<file path="config.mk">
export PLATFORM = sky130hd
export DESIGN_NAME = colour_arbiter
export DESIGN_NICKNAME = d
export VERILOG_FILES = /design/src/rtl/colour_arbiter.sv
export SDC_FILE = /design/constraint.sdc
export NUM_CORES = 1
export LEC_CHECK = 0
export BUFFER_PORTS_ARGS = -buffer_cell sky130_fd_sc_hd__buf_2
export CAP_MARGIN = 25
export CORE_MARGIN = 2
export CORE_UTILIZATION = 52
export CTS_CLUSTER_DIAMETER = 40
export DETAILED_ROUTE_END_ITERATION = 8
export HOLD_SLACK_MARGIN = 0.03
export MAX_ROUTING_LAYER = met4
export PLACE_DENSITY = 0.88
export SLEW_MARGIN = 25
export SYNTH_ARGS = -nofsm -noshare
export SYNTH_HDL_FRONTEND = slang
export SYNTH_SLANG_ARGS = --single-unit
</file>
<file path="constraint.sdc">
create_clock -name clk -period 1.93 [get_ports clk]
set_input_delay 0.193 -clock clk [delete_from_list [all_inputs] [get_ports clk]]
set_output_delay 0.193 -clock clk [all_outputs]
set_load 0.005 [all_outputs]
</file>
<file path="src/rtl/colour_arbiter.sv">
`default_nettype none
// ============================================================================
//  Module      : colour_arbiter
//  Description : Two-requester round-robin arbiter in front of the shared RGB
//                colour converter. Grants one requester at a time for a fixed
//                HOLD-cycle window, drives the converter's colour/enable, and
//                pulses done when a window completes without abort.
//  Revision    : 1.0 - initial release
// ============================================================================
module colour_arbiter #(
    parameter int HOLD  = 4,   // grant length in cycles, 1..255
    parameter int CNT_W = 8    // hold counter width, must hold HOLD-1
) (
    input  logic       clk,
    input  logic       rst,
    input  logic       req0,
    input  logic [2:0] colour0,
    input  logic       req1,
    input  logic [2:0] colour1,
    output logic       gnt0,
    output logic       gnt1,
    output logic [2:0] colour,
    output logic       enable,
    output logic       done
);

    // Counter preload: the window is HOLD edges long, the last one seeing 0.
    localparam logic [CNT_W-1:0] C_LOAD = CNT_W'(HOLD - 1);
    localparam logic [CNT_W-1:0] C_ONE  = CNT_W'(1);
    localparam logic [CNT_W-1:0] C_ZERO = '0;

    typedef enum logic [0:0] {
        S_IDLE  = 1'b0,
        S_GRANT = 1'b1
    } state_t;

    state_t           state_q, state_d;
    logic             ptr_q,   ptr_d;     // last winner: 0 or 1
    logic [CNT_W-1:0] cnt_q,   cnt_d;     // cycles left after the current one
    logic [2:0]       colour_q, colour_d;
    logic             gnt0_q,  gnt0_d;
    logic             gnt1_q,  gnt1_d;
    logic             en_q,    en_d;
    logic             done_q,  done_d;

    logic             w_win0;
    logic             w_win1;
    logic             w_owner_req;

    // A single request wins outright; on contention the one that did not
    // win last time takes the converter.
    assign w_win0 = req0 & (~req1 | ptr_q);
    assign w_win1 = req1 & (~req0 | ~ptr_q);

    // Only the current owner's request can keep a grant alive.
    assign w_owner_req = gnt1_q ? req1 : req0;

    // Next-state and registered-output logic.
    always_comb begin
        state_d  = state_q;
        ptr_d    = ptr_q;
        cnt_d    = cnt_q;
        colour_d = colour_q;
        gnt0_d   = gnt0_q;
        gnt1_d   = gnt1_q;
        en_d     = en_q;
        done_d   = 1'b0;

        case (state_q)
            S_IDLE: begin
                gnt0_d = 1'b0;
                gnt1_d = 1'b0;
                en_d   = 1'b0;
                if (w_win0) begin
                    colour_d = colour0;
                    gnt0_d   = 1'b1;
                    en_d     = 1'b1;
                    cnt_d    = C_LOAD;
                    ptr_d    = 1'b0;
                    state_d  = S_GRANT;
                end else if (w_win1) begin
                    colour_d = colour1;
                    gnt1_d   = 1'b1;
                    en_d     = 1'b1;
                    cnt_d    = C_LOAD;
                    ptr_d    = 1'b1;
                    state_d  = S_GRANT;
                end
            end

            S_GRANT: begin
                if (!w_owner_req) begin
                    // Abort wins over expiry: release without done.
                    gnt0_d  = 1'b0;
                    gnt1_d  = 1'b0;
                    en_d    = 1'b0;
                    state_d = S_IDLE;
                end else if (cnt_q == C_ZERO) begin
                    gnt0_d  = 1'b0;
                    gnt1_d  = 1'b0;
                    en_d    = 1'b0;
                    done_d  = 1'b1;
                    state_d = S_IDLE;
                end else begin
                    cnt_d = cnt_q - C_ONE;
                end
            end

            default: begin
                gnt0_d  = 1'b0;
                gnt1_d  = 1'b0;
                en_d    = 1'b0;
                state_d = S_IDLE;
            end
        endcase
    end

    // State and output registers; reset clears outputs without waiting for clk.
    always_ff @(posedge clk or posedge rst) begin
        if (rst) begin
            state_q  <= S_IDLE;
            ptr_q    <= 1'b1;
            cnt_q    <= C_ZERO;
            colour_q <= 3'd0;
            gnt0_q   <= 1'b0;
            gnt1_q   <= 1'b0;
            en_q     <= 1'b0;
            done_q   <= 1'b0;
        end else begin
            state_q  <= state_d;
            ptr_q    <= ptr_d;
            cnt_q    <= cnt_d;
            colour_q <= colour_d;
            gnt0_q   <= gnt0_d;
            gnt1_q   <= gnt1_d;
            en_q     <= en_d;
            done_q   <= done_d;
        end
    end

    assign gnt0   = gnt0_q;
    assign gnt1   = gnt1_q;
    assign colour = colour_q;
    assign enable = en_q;
    assign done   = done_q;

endmodule
`default_nettype wire

</file>
[Yosys cells after proc, flatten, opt, wreduce, memory -nomap -nowiden]
Cells that the tools add are included.
Word-level totals
  flip-flop bits (word level): 17
  logic and storage cells: 50
  output and inout port bits: 7
  input port bits: 10
Cells by class
  mux-type cells: 25
  reduce and logical (&&, ||, !) cells: 4
  bitwise gates (word level): 8
  equal/unequal tests: 4
  add/subtract/negate cells: 1
Operators by type and width (count)
  2-to-1 mux 8 bit: 4
  one-hot mux 8 bit (2 select lines): 1
  2-to-1 mux 1 bit: 14
  zero test 8 bit: 1
  one-hot mux 1 bit (2 select lines): 4
  subtractor 8 x 1 -> 8 bit, second input constant: 1
  2-to-1 mux 3 bit: 2
  inverter 1 bit: 4
  != test 3 x 2 -> 1 bit, second input constant: 1
  != test 3 bit, second input constant: 1
  AND reduction 3 bit: 1
  bitwise AND 1 bit: 2
  != test 2 x 1 -> 1 bit, second input constant: 1
  != test 2 bit, second input constant: 1
  OR 1 bit: 2
  AND reduction 2 bit: 1
  nonzero test 2 bit: 1

[Longest topological paths before layout]
Gate-level depths: netlist (run 1).
  word-level depth: 6
  mapped depth: 6
  gate-level depth less buffers: 6

[Worst setup path before layout (run 1)]
Ideal clock, no wire load.
  path type: reg-to-reg
  from: register cnt_q[0]
  to: register cnt_q[6]
  setup time: 122 ps
  setup slack: 359 ps
  cell stages (with the launch flop): 7
  arrival: 1448 ps
  path buffers: 0
  required time: 1808 ps
  clock period less this slack: 1571 ps
  cell sequence: dfrtp_1 inv_1 ha_1 nor3b_4 nand3_1 or3_1 mux2i_1
Between the ends
  cells in the longest elaborated chain, start to end: 4
  elaborated cells between the ends (all ways): 7
  those cells by class: add/sub (1); eq/ne (1); mux (3); reduce/logical (2)
RTL lines
  start: declaration: RTL line 39  | logic [CNT_W-1:0] cnt_q, cnt_d;
  start signal: assignment: RTL line 132  | cnt_q <= cnt_d;
  subtractor 8 x 1 -> 8 bit: RTL line 105  | cnt_d = cnt_q - C_ONE;
  2-to-1 mux 8 bit: RTL line 98  | end else if (cnt_q == C_ZERO) begin
  2-to-1 mux 8 bit: RTL line 92  | if (!w_owner_req) begin
  one-hot mux 8 bit (2 select lines): RTL line 69  | case (state_q)
Several ways; a longest one is shown, not always the timed one. The select of a mux whose other input is x is not followed.
A chain may end at the register's enable or synchronous reset.

[Final worst setup path (run 1)]
  from: register state_q
  to: register cnt_q[7]
Between the ends
  cells in the longest elaborated chain, start to end: 3
  elaborated cells between the ends (all ways): 6
  those cells by class: eq/ne (3); mux (1); bitwise (1); reduce/logical (1)
RTL lines
  start: declaration: RTL line 37  | state_t state_q, state_d;
  start signal: assignment: RTL line 130  | state_q <= state_d;
  inverter 1 bit (no source line)
  != test 3 bit (no source line)
  AND reduction 3 bit (no source line)
Several ways; a longest one is shown, not always the timed one.

==> load_flow_metrics.sql, run 1 <==
INSERT INTO impl_metrics (metric_group, metric, value, unit) VALUES
('run_status', 'run_status', 'completed', ''),
('setup_path', 'worst_setup_path_end_kind', 'register', ''),
('drt', 'num_vias', '674', ''),
('layout', 'antenna-diode-count', '0', ''),
('setup_path', 'reg2regPathDepth', '4', ''),
('flow_run', 'drv.max_cap_violation_count', '0', ''),
('drt', 'drc_errors', '0', ''),
('sta', 'setup_violations', '0', ''),
('sta', 'unrepaired_setup_endpoints_after_global_routing', 'no', ''),
('setup_path', 'critPathLaunch', 'state_q$_DFF_PP0_', ''),
('sta', 'final.period_utilization', '87.4', '%'),
('clock_tree', 'tritoncts_clock_tree', 'done', ''),
('yosys', 'syn_nets', '94', ''),
('sta', 'worstMarginPinSlew', '0.794', 'ns'),
('clock_tree', 'cts_max_path_buffers', '2', ''),
('die', 'fp.dieH', '44.9', 'microns'),
('sta', 'fin_tns_setup', '0', 'ns'),
('setup_path', 'timing.setup.critical_path_class', 'register to register', ''),
('setup_path', 'start_kind', 'register', ''),
('pwr', 'power.ir.vdd_worst', '896', 'uV'),
('clock_tree', 'post-cts-setup-buffers', '0', ''),
('global_routing', 'grt_first_pass_wirelength', '2970', 'microns'),
('drt', 'route.final.wire_length', '1720', 'microns'),
('global_routing', 'grt_start_max_net_pins', '18', ''),
('drt', 'first_pass_iters', '4', ''),
('clock_tree', 'cts-root-buf', 'clkbuf_4', ''),
('global_routing', 'globalRoute.totalOverflow', '0', ''),
('layout', 'mostFrequentLayoutCells', '16 x dfrtp_1, 16 x buf_2, 13 x nand2_1, 8 x mux2i_1', ''),
('pwr', 'power_leakage', '0.525', 'nW'),
('clock_tree', 'number_of_h_tree_levels', '1', ''),
('die', 'io_pins', '17', ''),
('setup_path', 'cp_data_required_time', '2.11', 'ns'),
('die', 'initial_utilization', '56.3', '%'),
('hold_path', 'number_of_cells_traversed_by_the_worst_hold_path', '3', ''),
('yosys', 'synth-seq-cells', '17', ''),
('layout', 'fraction_of_final_layout_cells_sized_beyond_drive_strength_1', '28.2', '%'),
('sta', 'postLayoutSetupSlackWorst', '0.242', 'ns'),
('hold_path', 'hp-start', 'req1', ''),
('sta', 'timing_max_transition_violations_final', '0', ''),
('yosys', 'synthesis.area_per_instance', '10.5', 'sq um'),
('drt', 'drtAntennaViolNets', '0', ''),
('sta', 'max_freq', '592', 'MHz'),
('yosys', 'yosysUniqueCellTypes', '30', ''),
('place', 'buffer_ports.inserted', '16', ''),
('clock_tree', 'post_cts.resized_instances', '0', ''),
('pwr', 'pwr_total', '1.21', 'mW'),
('clock_tree', 'clock_sink_count', '17', ''),
('yosys', 'syn_area', '868', 'sq um'),
('sta', 'worst_slew_margin_rel', '47.0', '%'),
('pwr', 'p_per_area', '1210', 'nW/um^2'),
('die', 'num_rows', '14', ''),
('drt', 'drt_iter0_markers', '9', ''),
('layout', 'area_delta_synth_final', '15.3', '%'),
('sta', 'clock_period_minus_final_worst_setup_slack', '1.69', 'ns'),
('drt', 'wl_per_cell', '14.5', 'microns'),
('clock_tree', 'cts.clk_slew.worst_paths', '0.10', 'ns'),
('clock_tree', 'cts_buffers', '3', ''),
('sta', 'skew', '0.00540', 'ns'),
('hold_path', 'worstHoldEndpoint', 'ptr_q$_DFFE_PP1P_', ''),
('yosys', 'yosys_warnings', '0', ''),
('hold_path', 'hold_class', 'primary input to register', ''),
('global_routing', 'antenna_violations_before_repair', '0', ''),
('yosys', 'synth.yosys.seq_area_share', '49.1', '%'),
('setup_path', 'r2r-end', 'cnt_q[7]$_DFFE_PP0P_', ''),
('setup_path', 'critical_path_peak_fanout', '9', ''),
('yosys', 'synth_cells', '83', ''),
('global_routing', 'vias_in_the_first_global_route', '697', ''),
('setup_path', 'cp_data_arrival_time', '1.87', 'ns'),
('place', 'gpl.final_weighted_congestion', '0.755', ''),
('clock_tree', 'clkLatencyLatePin', '0.29', 'ns'),
('place', 'detailed_place_hpwl', '1300', 'microns'),
('place', 'detailedPlace.worstSlack', '0.280', 'ns'),
('drt', 'drt-vias-per-instance', '5.66', ''),
('sta', 'timing.final.hold_violations', '0', ''),
('setup_path', 'setup.reg_to_reg.worst_slack', '0.24', 'ns'),
('setup_path', 'rr_startpoint', 'state_q$_DFF_PP0_', ''),
('die', 'die_w', '44.9', 'microns'),
('global_routing', 'globalRouteTotalUtil', '21.2', '%'),
('layout', 'final_net_count', '115', ''),
('die', 'dieArea', '2010', 'sq um'),
('die', 'core_area', '1540', 'sq um');
[worst max-delay path: stages, from the launching register on]
cell and delay, ns:
dfrtp_1 0.48, or4b_4 0.51, a211oi_4 0.27, a21oi_1 0.12, a31o_1 0.19
[per-layer routing]
layer,track usage [%],wire length [microns],vias up,part of all wire [%]
met4,11.2,17,0,0.99
met2,34.8,902,20,52
met1,25.8,730,326,42
met5,-,0,-,0
li1,-,-,326,-
met3,2.40,69,2,4.0
[through the flow]
stage / hold slack, ns / instance area [sq um] / utilization (%) / cells
2_1_floorplan: 0.118 / 868 / - / 83
3_3_place_gp: 0.297 / 965 / 62.6 / 114
3_5_place_dp: 0.300 / 965 / 62.6 / 114
4_1_cts: 0.194 / 1000 / 64.9 / 119
5_1_grt: 0.231 / 1000 / 64.9 / 119
6_report: 0.199 / 1000 / 64.9 / 119
[registers in the layout (all words and copies together) (netlist names)]
signal / cells
gnt1: 1
colour: 3
ptr_q: 1
cnt_q: 8
state_q: 1
done: 1
gnt0: 1
enable: 1
[cells by family (layout without fill, tap and decap cells)]
group,Yosys count,count (layout),synth area share (%)
flops,17,17,49.1
xor+xnor,1,1,1.01
simple gates,30,30,20.5
buf+inv,8,28,3.89
mux,9,9,10.5
fa+ha+maj,1,1,1.44
compound gates,17,17,13.5
[how the worst max path moves through the flow]
stage | cells after the start | end | slack [ns]
6_report | 4 | cnt_q[7]$_DFFE_PP0P_ | 0.24
5_1_grt | 6 | cnt_q[6]$_DFFE_PP0P_ | 0.12
4_1_cts | 6 | cnt_q[6]$_DFFE_PP0P_ | 0.26
3_5_place_dp | 6 | cnt_q[6]$_DFFE_PP0P_ | 0.28
3_3_place_gp | 4 | cnt_q[7]$_DFFE_PP0P_ | 0.33
2_1_floorplan | 6 | cnt_q[6]$_DFFE_PP0P_ | 0.36
[area by class of cell]
| type | instances | area, sq um |
|---|---|---|
| Fill cell | 127 | 541 |
| Sequential cell | 17 | 427 |
| Multi-Input combinational cell | 58 | 408 |
| Timing Repair Buffer | 18 | 97.6 |
| Clock buffer | 4 | 26.3 |
| Inverter | 6 | 22.5 |
| Tap cell | 16 | 20.0 |
[report_power, final]
group	total, mW	switching [mW]	leakage [nW]	internal (mW)
registers	0.584	0.107	0.214	0.476
logic	0.435	0.238	0.296	0.197
clock network	0.188	0.108	0.0150	0.0804
[cells in the mapped netlist]
master / count / share of area (%)
dfstp_2: 1 / 3.0
nand2b_1: 2 / 1.4
a21o_1: 1 / 0.86
a21oi_1: 4 / 2.3
o21bai_1: 1 / 0.86
inv_1: 6 / 2.6
a211oi_2: 1 / 1.4
and4_2: 1 / 1.2
nand3_1: 1 / 0.58
o21ai_0: 6 / 3.5
nor3b_4: 1 / 2.2
a211oi_4: 1 / 2.3
nor2_1: 5 / 2.2
clkbuf_1: 1 / 0.43
o21ai_1: 1 / 0.58
xnor2_1: 1 / 1.0
nor4_1: 1 / 0.72
mux2i_1: 8 / 9.2
nor3_1: 2 / 1.2
nor4_4: 1 / 2.4
nand2_1: 13 / 5.6
or3_1: 1 / 0.72
mux2_2: 1 / 1.3
buf_4: 1 / 0.86
ha_1: 1 / 1.4
or2_2: 1 / 0.72
a31o_1: 1 / 1.0
or4b_4: 1 / 1.6
dfrtp_1: 16 / 46
a31oi_1: 1 / 0.72
[timing repair]
| item | 4_1_cts | 5_1_grt |
|---|---|---|
| setup endpoints to repair | 0 | 0 |
| endpoints found under the hold margin | 16 | 0 |
| hold buffers | 1 | 0 |
Note: power is estimated with default switching activity, not from simulation.
==> run 2, diff against run 1 <==
Clock period 1.93 ns to 1.7 ns, I/O delays scaled along.
==> load_flow_metrics.sql, run 2 (synthesis results as in run 1) <==
INSERT INTO impl_metrics (metric_group, metric, value, unit) VALUES
('global_routing', 'grtUsageMet1', '23.9', '%'),
('layout', 'final_design_area_no_fill', '1030', 'sq um'),
('place', 'placedInstanceArea', '980', 'sq um'),
('layout', 'final_non_filler_cell_total', '122', ''),
('die', 'core_area', '1540', 'sq um'),
('layout', 'multiInputGateArea', '417', 'sq um'),
('pwr', 'seq_power_share', '45.8', '%'),
('setup_path', 'start_kind', 'register', ''),
('setup_path', 'worst_setup_path_end_kind', 'register', ''),
('global_routing', 'antenna_violations_before_repair', '0', ''),
('drt', 'wl_per_cell', '13.9', 'microns'),
('sta', 'max_freq', '600', 'MHz'),
('pwr', 'power.share.clock', '15.4', '%'),
('layout', 'largest_register', 'cnt_q', ''),
('hold_path', 'hold_class', 'primary input to register', ''),
('pwr', 'power_leakage', '0.539', 'nW'),
('layout', 'nFillCells', '117', ''),
('drt', 'num_vias', '696', ''),
('sta', 'timing_max_transition_violations_final', '0', ''),
('global_routing', 'globalRouteTotalUtil', '19.9', '%'),
('clock_tree', 'tritoncts_clock_tree', 'done', ''),
('die', 'die_w', '44.9', 'microns'),
('pwr', 'power.ir.vdd_worst', '881', 'uV'),
('clock_tree', 'clkLatencyLatePin', '0.29', 'ns'),
('die', 'initial_utilization', '56.3', '%'),
('clock_tree', 'cts_buffers', '3', ''),
('global_routing', 'globalRoute.totalOverflow', '0', ''),
('sta', 'clock_period_minus_final_worst_setup_slack', '1.67', 'ns'),
('drt', 'drt-vias-per-instance', '5.70', ''),
('sta', 'timing.final.hold_violations', '0', ''),
('sta', 'worst_slew_margin_rel', '46.2', '%'),
('clock_tree', 'cts.clk_slew.worst_paths', '0.09', 'ns'),
('clock_tree', 'cts_max_path_buffers', '2', ''),
('pwr', 'power.net_switching', '0.517', 'mW'),
('sta', 'final.period_utilization', '98.0', '%'),
('global_routing', 'vias_in_the_first_global_route', '679', ''),
('clock_tree', 'cts-root-buf', 'clkbuf_4', ''),
('layout', 'antenna-diode-count', '0', ''),
('sta', 'skew', '0.00179', 'ns'),
('drt', 'drc_errors', '0', ''),
('layout', 'final_net_count', '118', ''),
('die', 'io_pins', '17', ''),
('drt', 'first_pass_iters', '4', ''),
('die', 'fp.dieH', '44.9', 'microns'),
('setup_path', 'cp_data_required_time', '1.88', 'ns'),
('global_routing', 'use_met2', '33.6', '%'),
('clock_tree', 'clock_sink_count', '17', ''),
('layout', 'largest_register_ffs', '8', ''),
('place', 'buffer_ports.inserted', '16', ''),
('drt', 'route.final.wire_length', '1700', 'microns'),
('sta', 'setup_violations', '0', ''),
('global_routing', 'grt_first_pass_wirelength', '2790', 'microns'),
('sta', 'worstMarginPinSlew', '0.805', 'ns'),
('setup_path', 'critical_path_peak_fanout', '4', ''),
('layout', 'ff_latch_area', '427', 'sq um'),
('run_status', 'run_status', 'completed', ''),
('setup_path', 'timing.setup.critical_path_class', 'register to register', ''),
('drt', 'drtAntennaViolNets', '0', ''),
('global_routing', 'gr-max-usage-layer', 'met2', ''),
('die', 'dieArea', '2010', 'sq um'),
('drt', 'drt_iter0_markers', '12', ''),
('global_routing', 'grt_start_max_net_pins', '18', ''),
('pwr', 'p_int', '0.879', 'mW'),
('pwr', 'pwr_total', '1.40', 'mW'),
('sta', 'unrepaired_setup_endpoints_after_global_routing', 'yes', ''),
('place', 'placed_cells', '116', ''),
('flow_run', 'drv.max_cap_violation_count', '0', ''),
('pwr', 'share_comb_of_total_power', '38.8', '%'),
('clock_tree', 'number_of_h_tree_levels', '1', ''),
('pwr', 'switching_share', '37.0', '%'),
('layout', 'fraction_of_final_layout_cells_sized_beyond_drive_strength_1', '32.1', '%'),
('layout', 'mostFrequentLayoutCells', '16 x dfrtp_1, 16 x buf_2, 13 x nand2_1, 8 x mux2i_1', ''),
('pwr', 'p_per_area', '1350', 'nW/um^2'),
('layout', 'area_delta_synth_final', '18.9', '%'),
('global_routing', 'groute.layer.met3.usage', '2.80', '%'),
('die', 'num_rows', '14', ''),
('setup_path', 'cp_data_arrival_time', '1.85', 'ns'),
('place', 'gpl.final_weighted_congestion', '0.798', ''),
('place', 'detailed_place_hpwl', '1210', 'microns');
==> run 2: cell count changes in the layout (fill, tap and decap cells not counted) <==
cell     before  now
buf_4         1    4
a21oi_2       0    1
nand3_1       1    0
nand3_2       0    1
a21oi_1       4    3
==> run 2: area by class of cell <==
class	instances	share of cell area, %
Sequential cell	17	41.3
Clock buffer	4	2.55
Inverter	6	2.18
Timing Repair Buffer	21	11.6
Tap cell	16	1.94
Multi-Input combinational cell	58	40.4
==> run 2: what timing repair did <==
action	in CTS	in global routing
gates resized for setup	0	2
hold buffers	1	0
setup buffers	0	1
setup endpoints to repair	0	2
hold endpoints to repair	16	0
==> run 2: metrics by stage <==
step | worst slack [ns] | hold slack (ns) | utilization [%] | setup TNS (ns)
3_3_place_gp | 0.0987 | 0.269 | 63.6 | 0
4_1_cts | 0.0385 | 0.167 | 65.9 | 0
5_1_grt | -0.0365 | 0.201 | 67.0 | -0.0806
3_5_place_dp | 0.0610 | 0.276 | 63.6 | 0
6_report | 0.0338 | 0.162 | 67.0 | 0
2_1_floorplan | 0.129 | 0.0953 | - | 0
==> run 2: path summary, 6_finish.rpt <==
check | from | end | slack [ns] | cells after the start
max | cnt_q[0]$_DFFE_PP0P_ | cnt_q[7]$_DFFE_PP0P_ | 0.03 | 4
min | colour0[2] | colour[2]$_DFFE_PP0P_ | 0.16 | 3
max reg2reg | cnt_q[0]$_DFFE_PP0P_ | cnt_q[7]$_DFFE_PP0P_ | 0.03 | 4
min reg2reg | colour[2]$_DFFE_PP0P_ | colour[2]$_DFFE_PP0P_ | 0.49 | 2
max in group asynchronous | rst | done$_DFF_PP0_ | 0.81 | 3
min in group asynchronous | rst | colour[1]$_DFFE_PP0P_ | 0.49 | 3
==> run 2: power by group through the flow <==
stage,Clock [mW],Combinational (mW),Sequential [mW]
3_3_place_gp,0,0.512,0.636
2_1_floorplan,0,0.351,0.637
6_report,0.215,0.542,0.639
4_1_cts,0.216,0.534,0.641
5_1_grt,0.228,0.609,0.661
3_5_place_dp,0,0.529,0.648
==> run 2: routing by layer <==
layer  wire (microns)  up-vias
li1                 -      335
met1              682      331
met2              904       23
met3               64        7
met4               47        0
met5                0        -
==> run 2: worst max-delay path: stages (launching register included) <==
cell,delay (ns)
dfrtp_1,0.41
or4b_4,0.56
a211oi_4,0.27
a21oi_2,0.10
a31o_1,0.22
==> run 3, diff against run 2 <==
--- a/config.mk
+++ b/config.mk
@@ -12,7 +12,8 @@
 export CTS_CLUSTER_DIAMETER = 40
 export DETAILED_ROUTE_END_ITERATION = 8
+export GPL_TIMING_DRIVEN = 0
 export HOLD_SLACK_MARGIN = 0.03
 export MAX_ROUTING_LAYER = met4
-export PLACE_DENSITY = 0.88
+export PLACE_DENSITY = 0.87
 export SLEW_MARGIN = 25
 export SYNTH_ARGS = -nofsm -noshare
==> constraint.sdc (replaced) <==
create_clock -name clk -period 1.7 [get_ports clk]
set_input_delay 0.34 -clock clk [delete_from_list [all_inputs] [get_ports clk]]
set_output_delay 0.34 -clock clk [all_outputs]
set_load 0.005 [all_outputs]
==> load_flow_metrics.sql, run 3 (synthesis results as in run 1) <==
INSERT INTO impl_metrics (metric_group, metric, value, unit) VALUES
('clock_tree', 'cts.clk_slew.worst_paths', '0.10', 'ns'),
('layout', 'antenna-diode-count', '0', ''),
('place', 'gpl.final_weighted_congestion', '0.750', ''),
('run_status', 'failing_checks', 'setup timing', ''),
('place', 'detailedPlace.worstSlack', '-0.0758', 'ns'),
('drt', 'wl_per_cell', '13.9', 'microns'),
('die', 'fp.dieH', '44.9', 'microns'),
('clock_tree', 'clkLatencyLatePin', '0.30', 'ns'),
('global_routing', 'grt_first_pass_wirelength', '2880', 'microns'),
('layout', 'fraction_of_final_layout_cells_sized_beyond_drive_strength_1', '32.7', '%'),
('global_routing', 'grt_start_max_net_pins', '18', ''),
('setup_path', 'worst_setup_path_end_kind', 'register', ''),
('hold_path', 'hold_class', 'primary input to async pin', ''),
('setup_path', 'rr_startpoint', 'cnt_q[0]$_DFFE_PP0P_', ''),
('global_routing', 'use_met2', '34.8', '%'),
('run_status', 'run_status', 'finished with violations', ''),
('clock_tree', 'number_of_h_tree_levels', '1', ''),
('global_routing', 'gr-max-usage-layer', 'met2', ''),
('die', 'num_rows', '14', ''),
('setup_path', 'cp_data_arrival_time', '1.91', 'ns'),
('setup_path', 'critPathLaunch', 'cnt_q[0]$_DFFE_PP0P_', ''),
('flow_run', 'drv.max_cap_violation_count', '0', ''),
('drt', 'drt-vias-per-instance', '5.61', ''),
('sta', 'timing.final.hold_violations', '0', ''),
('sta', 'worstMarginPinSlew', '0.635', 'ns'),
('clock_tree', 'clock_sink_count', '17', ''),
('setup_path', 'critical_path_peak_fanout', '4', ''),
('sta', 'skew', '0.00647', 'ns'),
('drt', 'drtAntennaViolNets', '0', ''),
('pwr', 'power.ir.vdd_worst', '941', 'uV'),
('sta', 'clock_period_minus_final_worst_setup_slack', '1.70', 'ns'),
('clock_tree', 'cts-root-buf', 'clkbuf_4', ''),
('die', 'dieArea', '2010', 'sq um'),
('layout', 'mostFrequentLayoutCells', '16 x dfrtp_1, 16 x buf_2, 13 x nand2_1, 8 x mux2i_1', ''),
('sta', 'timing.hold.ws', '0.0961', 'ns'),
('sta', 'final.period_utilization', '100', '%'),
('place', 'detailed_place_hpwl', '1140', 'microns'),
('setup_path', 'timing.setup.critical_path_class', 'register to register', ''),
('layout', 'area_delta_synth_final', '17.9', '%'),
('global_routing', 'grtUsageMet1', '24.5', '%'),
('sta', 'timing_max_transition_violations_final', '0', ''),
('drt', 'first_pass_iters', '4', ''),
('die', 'initial_utilization', '56.3', '%'),
('die', 'io_pins', '17', ''),
('global_routing', 'antenna_violations_before_repair', '0', ''),
('layout', 'final_net_count', '116', ''),
('drt', 'route.final.wire_length', '1660', 'microns'),
('layout', 'largest_register', 'cnt_q', ''),
('die', 'core_area', '1540', 'sq um'),
('setup_path', 'start_kind', 'register', ''),
('clock_tree', 'tritoncts_clock_tree', 'done', ''),
('drt', 'num_vias', '673', ''),
('sta', 'setup_violations', '1', ''),
('global_routing', 'vias_in_the_first_global_route', '673', ''),
('setup_path', 'setup.reg_to_reg.worst_slack', '-0.004', 'ns'),
('pwr', 'p_per_area', '1390', 'nW/um^2'),
('clock_tree', 'cts_max_path_buffers', '2', ''),
('global_routing', 'groute.layer.met3.usage', '2.40', '%'),
('drt', 'drt_iter0_markers', '10', ''),
('clock_tree', 'cts_buffers', '3', ''),
('sta', 'max_freq', '587', 'MHz'),
('layout', 'largest_register_ffs', '8', ''),
('sta', 'worst_slew_margin_rel', '57.6', '%'),
('sta', 'unrepaired_setup_endpoints_after_global_routing', 'yes', ''),
('drt', 'drc_errors', '0', ''),
('die', 'die_w', '44.9', 'microns'),
('pwr', 'power_leakage', '0.531', 'nW'),
('setup_path', 'cp_data_required_time', '1.90', 'ns'),
('global_routing', 'globalRouteTotalUtil', '20.7', '%'),
('global_routing', 'globalRoute.totalOverflow', '0', ''),
('sta', 'postLayoutSetupSlackWorst', '-0.00362', 'ns'),
('place', 'buffer_ports.inserted', '16', '');
-- run 3: critical path: stages (launching register included) --
cell     delay [ns]
dfrtp_1        0.42
inv_1          0.07
ha_2           0.18
nor3b_4        0.34
nand3_2        0.13
or3_4          0.35
mux2i_1        0.12
-- run 3: cell type report --
| type | instances | area [sq um] |
|---|---|---|
| Buffer | 2 | 11.3 |
| Timing Repair Buffer | 17 | 87.6 |
| Inverter | 6 | 22.5 |
| Sequential cell | 17 | 427 |
| Clock inverter | 1 | 5.00 |
| Tap cell | 16 | 20.0 |
| Multi-Input combinational cell | 58 | 428 |
| Clock buffer | 3 | 22.5 |
| Fill cell | 125 | 518 |
-- run 3: power by group --
part	internal [mW]	switching (mW)	total (mW)
Combinational	0.251	0.311	0.562
Clock	0.0879	0.137	0.225
Sequential	0.541	0.0965	0.637
-- run 3: final timing paths --
check | endpoint | cells after the start
max | cnt_q[6]$_DFFE_PP0P_ | 6
min | cnt_q[2]$_DFFE_PP0P_ | 2
max reg2reg | cnt_q[6]$_DFFE_PP0P_ | 6
min reg2reg | colour[2]$_DFFE_PP0P_ | 2
max in group asynchronous | gnt1$_DFFE_PP0P_ | 2
min in group clk | colour[1]$_DFFE_PP0P_ | 3
-- run 3: metrics by stage --
step                instances  power, mW  util (%)  area, sq um  setup TNS (ns)
floorplan                  83      0.988         -          868               0
global placement          115       1.12      62.8          968         -0.0155
detailed placement        115       1.15      62.8          968         -0.0758
CTS                       119       1.40      65.4         1010               0
global route              120       1.53      66.4         1020          -0.133
finish                    120       1.42      66.4         1020        -0.00362
-- run 3: routing by layer --
layer	wire [microns]	vias to the layer above	part of all wire, %
met2	871	12	52
met3	53	4	3.2
met4	40	0	2.4
li1	-	330	-
met1	700	327	42
met5	0	-	0
-- run 3: what timing repair did --
action | in CTS | in global routing
setup endpoints to repair | 2 | 4
hold buffers | 0 | 0
pin swaps | 0 | 2
resized for setup | 2 | 2
buffers inserted | 0 | 1
